**src/rtl/cnn_mem_reader.sv**
```systemverilog
// cnn_mem_reader: read-side initiator for the CNN parameter/image RAM.
// Sweeps base_addr .. base_addr+length-1 over a chipselect/read bus with
// one-cycle read latency. Returned words pass through a small FIFO and
// leave as a valid/ready stream that marks the final word with out_last.
// A read is issued only while (FIFO occupancy + reads in flight) is below
// FIFO_DEPTH, so stalling the stream never loses a word.
// Optional feature macro: CNN_MEM_READER_CHECKSUM_EN. When it is defined,
// checksum is a 16-bit wrap-around sum of the words accepted on the stream.
// Stream handshake: a word moves when out_valid && out_ready are both high
// on a rising edge. While out_valid=1 and out_ready=0, out_data and
// out_last hold their values.
// dbg_state exposes the FSM state (0 IDLE, 1 ISSUE, 2 DRAIN, 3 DONE).
module cnn_mem_reader #(
  parameter int DATA_W     = 16,
  parameter int ADDR_W     = 16,
  parameter int LEN_W      = 9,
  parameter int FIFO_DEPTH = 4
) (
  input  logic              clk,
  input  logic              reset,
  input  logic              start,
  input  logic [ADDR_W-1:0] base_addr,
  input  logic [LEN_W-1:0]  length,
  output logic              m_chipselect,
  output logic              m_read,
  output logic [ADDR_W-1:0] m_address,
  input  logic [DATA_W-1:0] m_readdata,
  output logic [DATA_W-1:0] out_data,
  output logic              out_valid,
  input  logic              out_ready,
  output logic              out_last,
  output logic              busy,
  output logic              done,
  output logic [DATA_W-1:0] checksum,
  output logic [1:0]        dbg_state
);

  localparam int PTR_W = $clog2(FIFO_DEPTH);
  localparam int CNT_W = PTR_W + 1;
  localparam int OCC_W = CNT_W + 1;

  typedef enum logic [1:0] {
    S_IDLE  = 2'd0,
    S_ISSUE = 2'd1,
    S_DRAIN = 2'd2,
    S_DONE  = 2'd3
  } state_t;

  state_t state_q, state_d;

  logic [ADDR_W-1:0] addr_q, addr_d;           // next address to issue
  logic [LEN_W-1:0]  left_q, left_d;           // reads still to issue
  logic              strobe_q, strobe_d;       // bus strobe this cycle
  logic              strobe_last_q, strobe_last_d;
  logic [ADDR_W-1:0] m_address_q, m_address_d;
  logic              pend_q;                   // read data returning this cycle
  logic              pend_last_q;
  logic              done_q;
  logic              accept;

  logic [DATA_W-1:0] data_mem_q [FIFO_DEPTH];
  logic              last_mem_q [FIFO_DEPTH];
  logic [PTR_W-1:0]  wr_ptr_q, rd_ptr_q;
  logic [CNT_W-1:0]  count_q, count_d;

  logic              push, pop, issue_ok;
  logic [OCC_W-1:0]  occ;

  assign push = pend_q;
  assign pop  = out_valid & out_ready;

  // Words that will be buffered or in flight after this edge, before a new issue.
  assign occ = OCC_W'(count_q) + OCC_W'(pend_q) + OCC_W'(strobe_q) - OCC_W'(pop);
  assign issue_ok = (occ < OCC_W'(FIFO_DEPTH));

  assign m_chipselect = strobe_q;
  assign m_read       = strobe_q;
  assign m_address    = m_address_q;
  assign out_valid    = (count_q != '0);
  assign out_data     = data_mem_q[rd_ptr_q];
  assign out_last     = out_valid & last_mem_q[rd_ptr_q];
  assign busy         = (state_q != S_IDLE);
  assign done         = done_q;
  assign dbg_state    = state_q;

  // Next-state, issue and address generation.
  always_comb begin
    state_d       = state_q;
    addr_d        = addr_q;
    left_d        = left_q;
    strobe_d      = 1'b0;
    strobe_last_d = 1'b0;
    m_address_d   = m_address_q;
    accept        = 1'b0;
    unique case (state_q)
      S_IDLE: begin
        if (start) begin
          accept  = 1'b1;
          addr_d  = base_addr;
          left_d  = length;
          state_d = (length == '0) ? S_DONE : S_ISSUE;
        end
      end
      S_ISSUE: begin
        if (issue_ok) begin
          strobe_d      = 1'b1;
          m_address_d   = addr_q;
          addr_d        = addr_q + ADDR_W'(1);
          left_d        = left_q - LEN_W'(1);
          strobe_last_d = (left_q == LEN_W'(1));
          if (left_q == LEN_W'(1)) state_d = S_DRAIN;
        end
      end
      S_DRAIN: begin
        if (!strobe_q && !pend_q && (count_q == '0)) state_d = S_DONE;
      end
      S_DONE: begin
        state_d = S_IDLE;
      end
      default: state_d = S_IDLE;
    endcase
  end

  // FIFO occupancy update.
  always_comb begin
    count_d = count_q;
    unique case ({push, pop})
      2'b10:   count_d = count_q + CNT_W'(1);
      2'b01:   count_d = count_q - CNT_W'(1);
      default: count_d = count_q;
    endcase
  end

  // FSM, bus and return-pipeline registers.
  always_ff @(posedge clk) begin
    if (reset) begin
      state_q       <= S_IDLE;
      addr_q        <= '0;
      left_q        <= '0;
      strobe_q      <= 1'b0;
      strobe_last_q <= 1'b0;
      m_address_q   <= '0;
      pend_q        <= 1'b0;
      pend_last_q   <= 1'b0;
      done_q        <= 1'b0;
    end else begin
      state_q       <= state_d;
      addr_q        <= addr_d;
      left_q        <= left_d;
      strobe_q      <= strobe_d;
      strobe_last_q <= strobe_last_d;
      m_address_q   <= m_address_d;
      pend_q        <= strobe_q;
      pend_last_q   <= strobe_last_q;
      done_q        <= (state_q == S_DONE);
    end
  end

  // Output FIFO: capture returning read data, advance head on stream accept.
  always_ff @(posedge clk) begin
    if (reset) begin
      for (int i = 0; i < FIFO_DEPTH; i++) begin
        data_mem_q[i] <= '0;
        last_mem_q[i] <= 1'b0;
      end
      wr_ptr_q <= '0;
      rd_ptr_q <= '0;
      count_q  <= '0;
    end else begin
      if (push) begin
        data_mem_q[wr_ptr_q] <= m_readdata;
        last_mem_q[wr_ptr_q] <= pend_last_q;
        wr_ptr_q             <= wr_ptr_q + PTR_W'(1);
      end
      if (pop) rd_ptr_q <= rd_ptr_q + PTR_W'(1);
      count_q <= count_d;
    end
  end

`ifdef CNN_MEM_READER_CHECKSUM_EN
  logic [DATA_W-1:0] sum_q;

  // Running sum of accepted stream words, cleared on each accepted start.
  always_ff @(posedge clk) begin
    if (reset) begin
      sum_q <= '0;
    end else if (accept) begin
      sum_q <= '0;
    end else if (pop) begin
      sum_q <= sum_q + out_data;
    end
  end

  assign checksum = sum_q;
`else
  assign checksum = '0;
`endif

endmodule

```
**config.mk**
```make
export PLATFORM = sky130hd
export DESIGN_NAME = cnn_mem_reader
export DESIGN_NICKNAME = d
export VERILOG_FILES = /design/src/rtl/cnn_mem_reader.sv
export SDC_FILE = /design/constraint.sdc
export NUM_CORES = 1
export LEC_CHECK = 0
export ABC_CLOCK_PERIOD_IN_PS = 2200
export CORE_MARGIN = 3
export CORE_UTILIZATION = 45
export DETAILED_ROUTE_END_ITERATION = 6
export GPL_TIMING_DRIVEN = 1
export PLACE_DENSITY = 0.72
export SYNTH_ARGS = -nofsm -noshare
export SYNTH_HDL_FRONTEND = slang
export SYNTH_SLANG_ARGS = --single-unit
```
**constraint.sdc**
```tcl
create_clock -name clk -period 2.2 [get_ports clk]
set_input_delay 0.44 -clock clk [delete_from_list [all_inputs] [get_ports clk]]
set_output_delay 0.44 -clock clk [all_outputs]
set_load 0.01 [all_outputs]
```
==> qor.txt <==
outcome -> finished with violations
violations in the final reports -> setup timing
DR pass1 iterations -> 4
synthesized flop and latch total -> 125
number of synthesized flops with an enable pin -> 68
Chip Height -> 121.3 µm
top_reg_cell synth -> edfxtp_1
global route total overflow -> 0
required time worst endpoint -> 2.50 ns
GRT Overall Usage -> 0.1996
Syn Area/Cell -> 10.69 µm²
Post-Syn Area -> 5987 µm²
min Tclk post-route -> 2.463 ns
global-route wire length before repair -> 22780 µm
CTS clk-pin slew, worst paths -> 0.06 ns
peak supply drop -> 0.0007859 V
kind of critical path -> register to register
WP data arrival -> 2.77 ns
Synth cell types -> 58
CTS H-tree lvls -> 4
power per cell area -> 1268 nW/µm²
sequential area share after synthesis -> 0.5317
CTS Buf Count -> 17
HPWL after DPL -> 9222 µm
maximum buffer depth of the clock tree -> 2
Core Area -> 12820 µm²
Placement Rows -> 41
RSZ-0062 raised after global routing -> yes
WL final -> 14610 µm
initial antenna violation count -> 0
Final nets -> 745
Ports -> 101
hold_ws -> 0.3564 ns
hold path cells -> 2
actual slew at the worst max-slew pin -> 0.6779 ns
Final setup viols -> 46
gpl congestion -> 0.8399
root buf cell -> clkbuf_16
mean routed wirelength per cell -> 16.73 µm
area delta synth->final -> 35.40%
clock sink total -> 125
DR iter-0 viols -> 316
CP Max Fanout -> 7
via count -> 4687
share of cells above drive strength 1 -> 0.2168
clk_lat worst skew -> 0.42 ns
largest net degree at the start of global routing -> 50
Pleak -> 0.003237 µW
via density per instance -> 5.369
warnings from Yosys -> 0
Cells after Synth -> 560
reg-to-reg setup timing slack -> -0.26 ns
Die ar. -> 14720 µm²
TNS Setup -> -9.528 ns
Critical R2R Launch -> count_q[0]$_SDFFE_PP0N_
WHS Endpoint -> wr_ptr_q[1]$_SDFFE_PP0P_
min-delay src -> reset
max_slew headroom -> 0.5450
Tcrit/Tclk final -> 1.119
PortBufs -> 84
Max Slew Vio Count -> 0
FMAX -> 406.1 MHz
clock skew -> 0.005597 ns
vias in the first global route -> 4655
CTS tree -> done
DR DRC count -> 0
total power -> 10280 µW
Post-DRT Antenna Nets -> 0
CP endpoint kind -> register
ANT cells -> 0
Die W -> 121.3 µm
max-cap viol count -> 0
Post-synth ARST share -> 0
RR Endpoint -> addr_q[0]$_SDFFE_PP0P_
CP startpoint kind -> register
type of the tightest min-delay check -> input pin to register
Worst R2R Path Depth -> 9
Initial Utilization -> 0.4668
setup ws final -> -0.2626 ns
Hold Violations, Final -> 0
worst max-delay path, cell delays in order, from the launching register on:
cell and delay [ns]:
dfxtp_2 0.32, o31a_4 0.38, xnor2_4 0.16, ha_4 0.28
nand3_4 0.06, and4_4 0.18, o41ai_4 0.45, buf_6 0.20
nor2_1 0.05, o221a_2 0.25
cells in the final DEF (no fill, tap or decap), drive strengths merged, types with 7 or more instances in the layout:
cell type,instances
and2,21
mux4,17
nand3,9
ha,11
clkinv,9
conb,16
nor2b,9
clkbuf,18
nor2,74
clkdlybuf4s15,7
edfxtp,68
inv,34
o21ai,32
dfxtp,57
mux2i,17
clkdlybuf4s50,64
buf,64
a21oi,38
nand2,45
nand2b,9
nor3,7
per-layer routing:
metal | share of wire | global-route usage | wire length (µm) | vias up
met2 | 0.51 | 0.3451 | 7392 | 155
li1 | - | - | - | 2221
met4 | 0.021 | 0.07423 | 308 | 0
met5 | 0 | 0 | 0 | -
met1 | 0.42 | 0.2431 | 6112 | 2284
met3 | 0.054 | 0.04569 | 794 | 27
cell families after synthesis:
kind of cell             after synthesis  synth area share
adder cells (fa/ha/maj)               12           0.02633
multiplexers                          35           0.09425
buffers and inverters                 79           0.06667
AND/OR/NAND/NOR                      196            0.1580
XOR/XNOR                               6          0.008777
flip-flops                           125            0.5317
AO/OA/AOI/OAI                        106            0.1137
other                                  1         0.0006264
registers in the layout, indices dropped and copies added, names as in the netlist, 2 cells and up, named ones only:
signal,count
data_mem_q,64
addr_q,16
m_address,16
left_q,9
last_mem_q,4
count_q,3
dbg_state,2
rd_ptr_q,2
wr_ptr_q,2
what timing repair did:
item                       4_1_cts  5_1_grt
cloned                           1        3
setup endpoints to repair       64       52
buffers inserted                 9        6
hold buffers                     0        0
resized for setup               83       18
pin swaps                        3       11
Yosys cell counts (9+ instances only):
library cell | count | share of area
ha_1 | 11 | 0.023
mux4_2 | 17 | 0.064
nand3_1 | 9 | 0.0075
nand2_1 | 45 | 0.028
nor2b_1 | 9 | 0.0094
nand2b_1 | 9 | 0.0094
a21oi_1 | 38 | 0.032
clkbuf_1 | 18 | 0.011
nor2_1 | 74 | 0.046
o21ai_0 | 26 | 0.022
edfxtp_1 | 68 | 0.34
inv_1 | 33 | 0.021
buf_4 | 18 | 0.023
dfxtp_1 | 57 | 0.19
mux2i_1 | 17 | 0.028
and2_1 | 21 | 0.022
worst max path at each step:
stage / from / endpoint / cells past startpoint
5_1_grt: count_q[0]$_SDFFE_PP0N_ / addr_q[9]$_SDFFE_PP0P_ / 10
6_report: count_q[0]$_SDFFE_PP0N_ / addr_q[0]$_SDFFE_PP0P_ / 9
4_1_cts: count_q[2]$_SDFFE_PP0N_ / addr_q[14]$_SDFFE_PP0P_ / 10
2_1_floorplan: count_q[2]$_SDFFE_PP0N_ / dbg_state[1]$_SDFFE_PP0P_ / 8
3_5_place_dp: out_ready / addr_q[14]$_SDFFE_PP0P_ / 12
3_3_place_gp: out_ready / m_address[12]$_SDFFE_PP0P_ / 12
layout make-up:
cell class              instances  area [µm²]
clock buffers                  17       425.4
multi-input cells             373        2665
flip-flops and latches        125        3192
well taps                     172       215.2
fillers                      1045        4718
repair buffers                138        1313
clock inverters                15       172.7
inverters                      33       123.9
report_power, final:
part / leakage [µW] / switching, µW / internal (µW) / total [µW]
registers: 0.00117 / 303 / 2800 / 3100
logic: 0.00178 / 2170 / 2200 / 4370
clock network: 0.000290 / 1030 / 1770 / 2810
metrics by stage:
stage / instances / util / area, µm² / setup WS [ns]
after floorplan: 575 / - / 6112 / -0.1762
after global placement: 825 / 0.5637 / 7229 / -0.6470
after detailed placement: 825 / 0.5637 / 7229 / -0.7117
after CTS: 866 / 0.6206 / 7959 / -0.2603
after global routing: 873 / 0.6321 / 8107 / -0.3482
final: 873 / 0.6321 / 8107 / -0.2626
No activity file was read; power rests on OpenSTA's default activity.
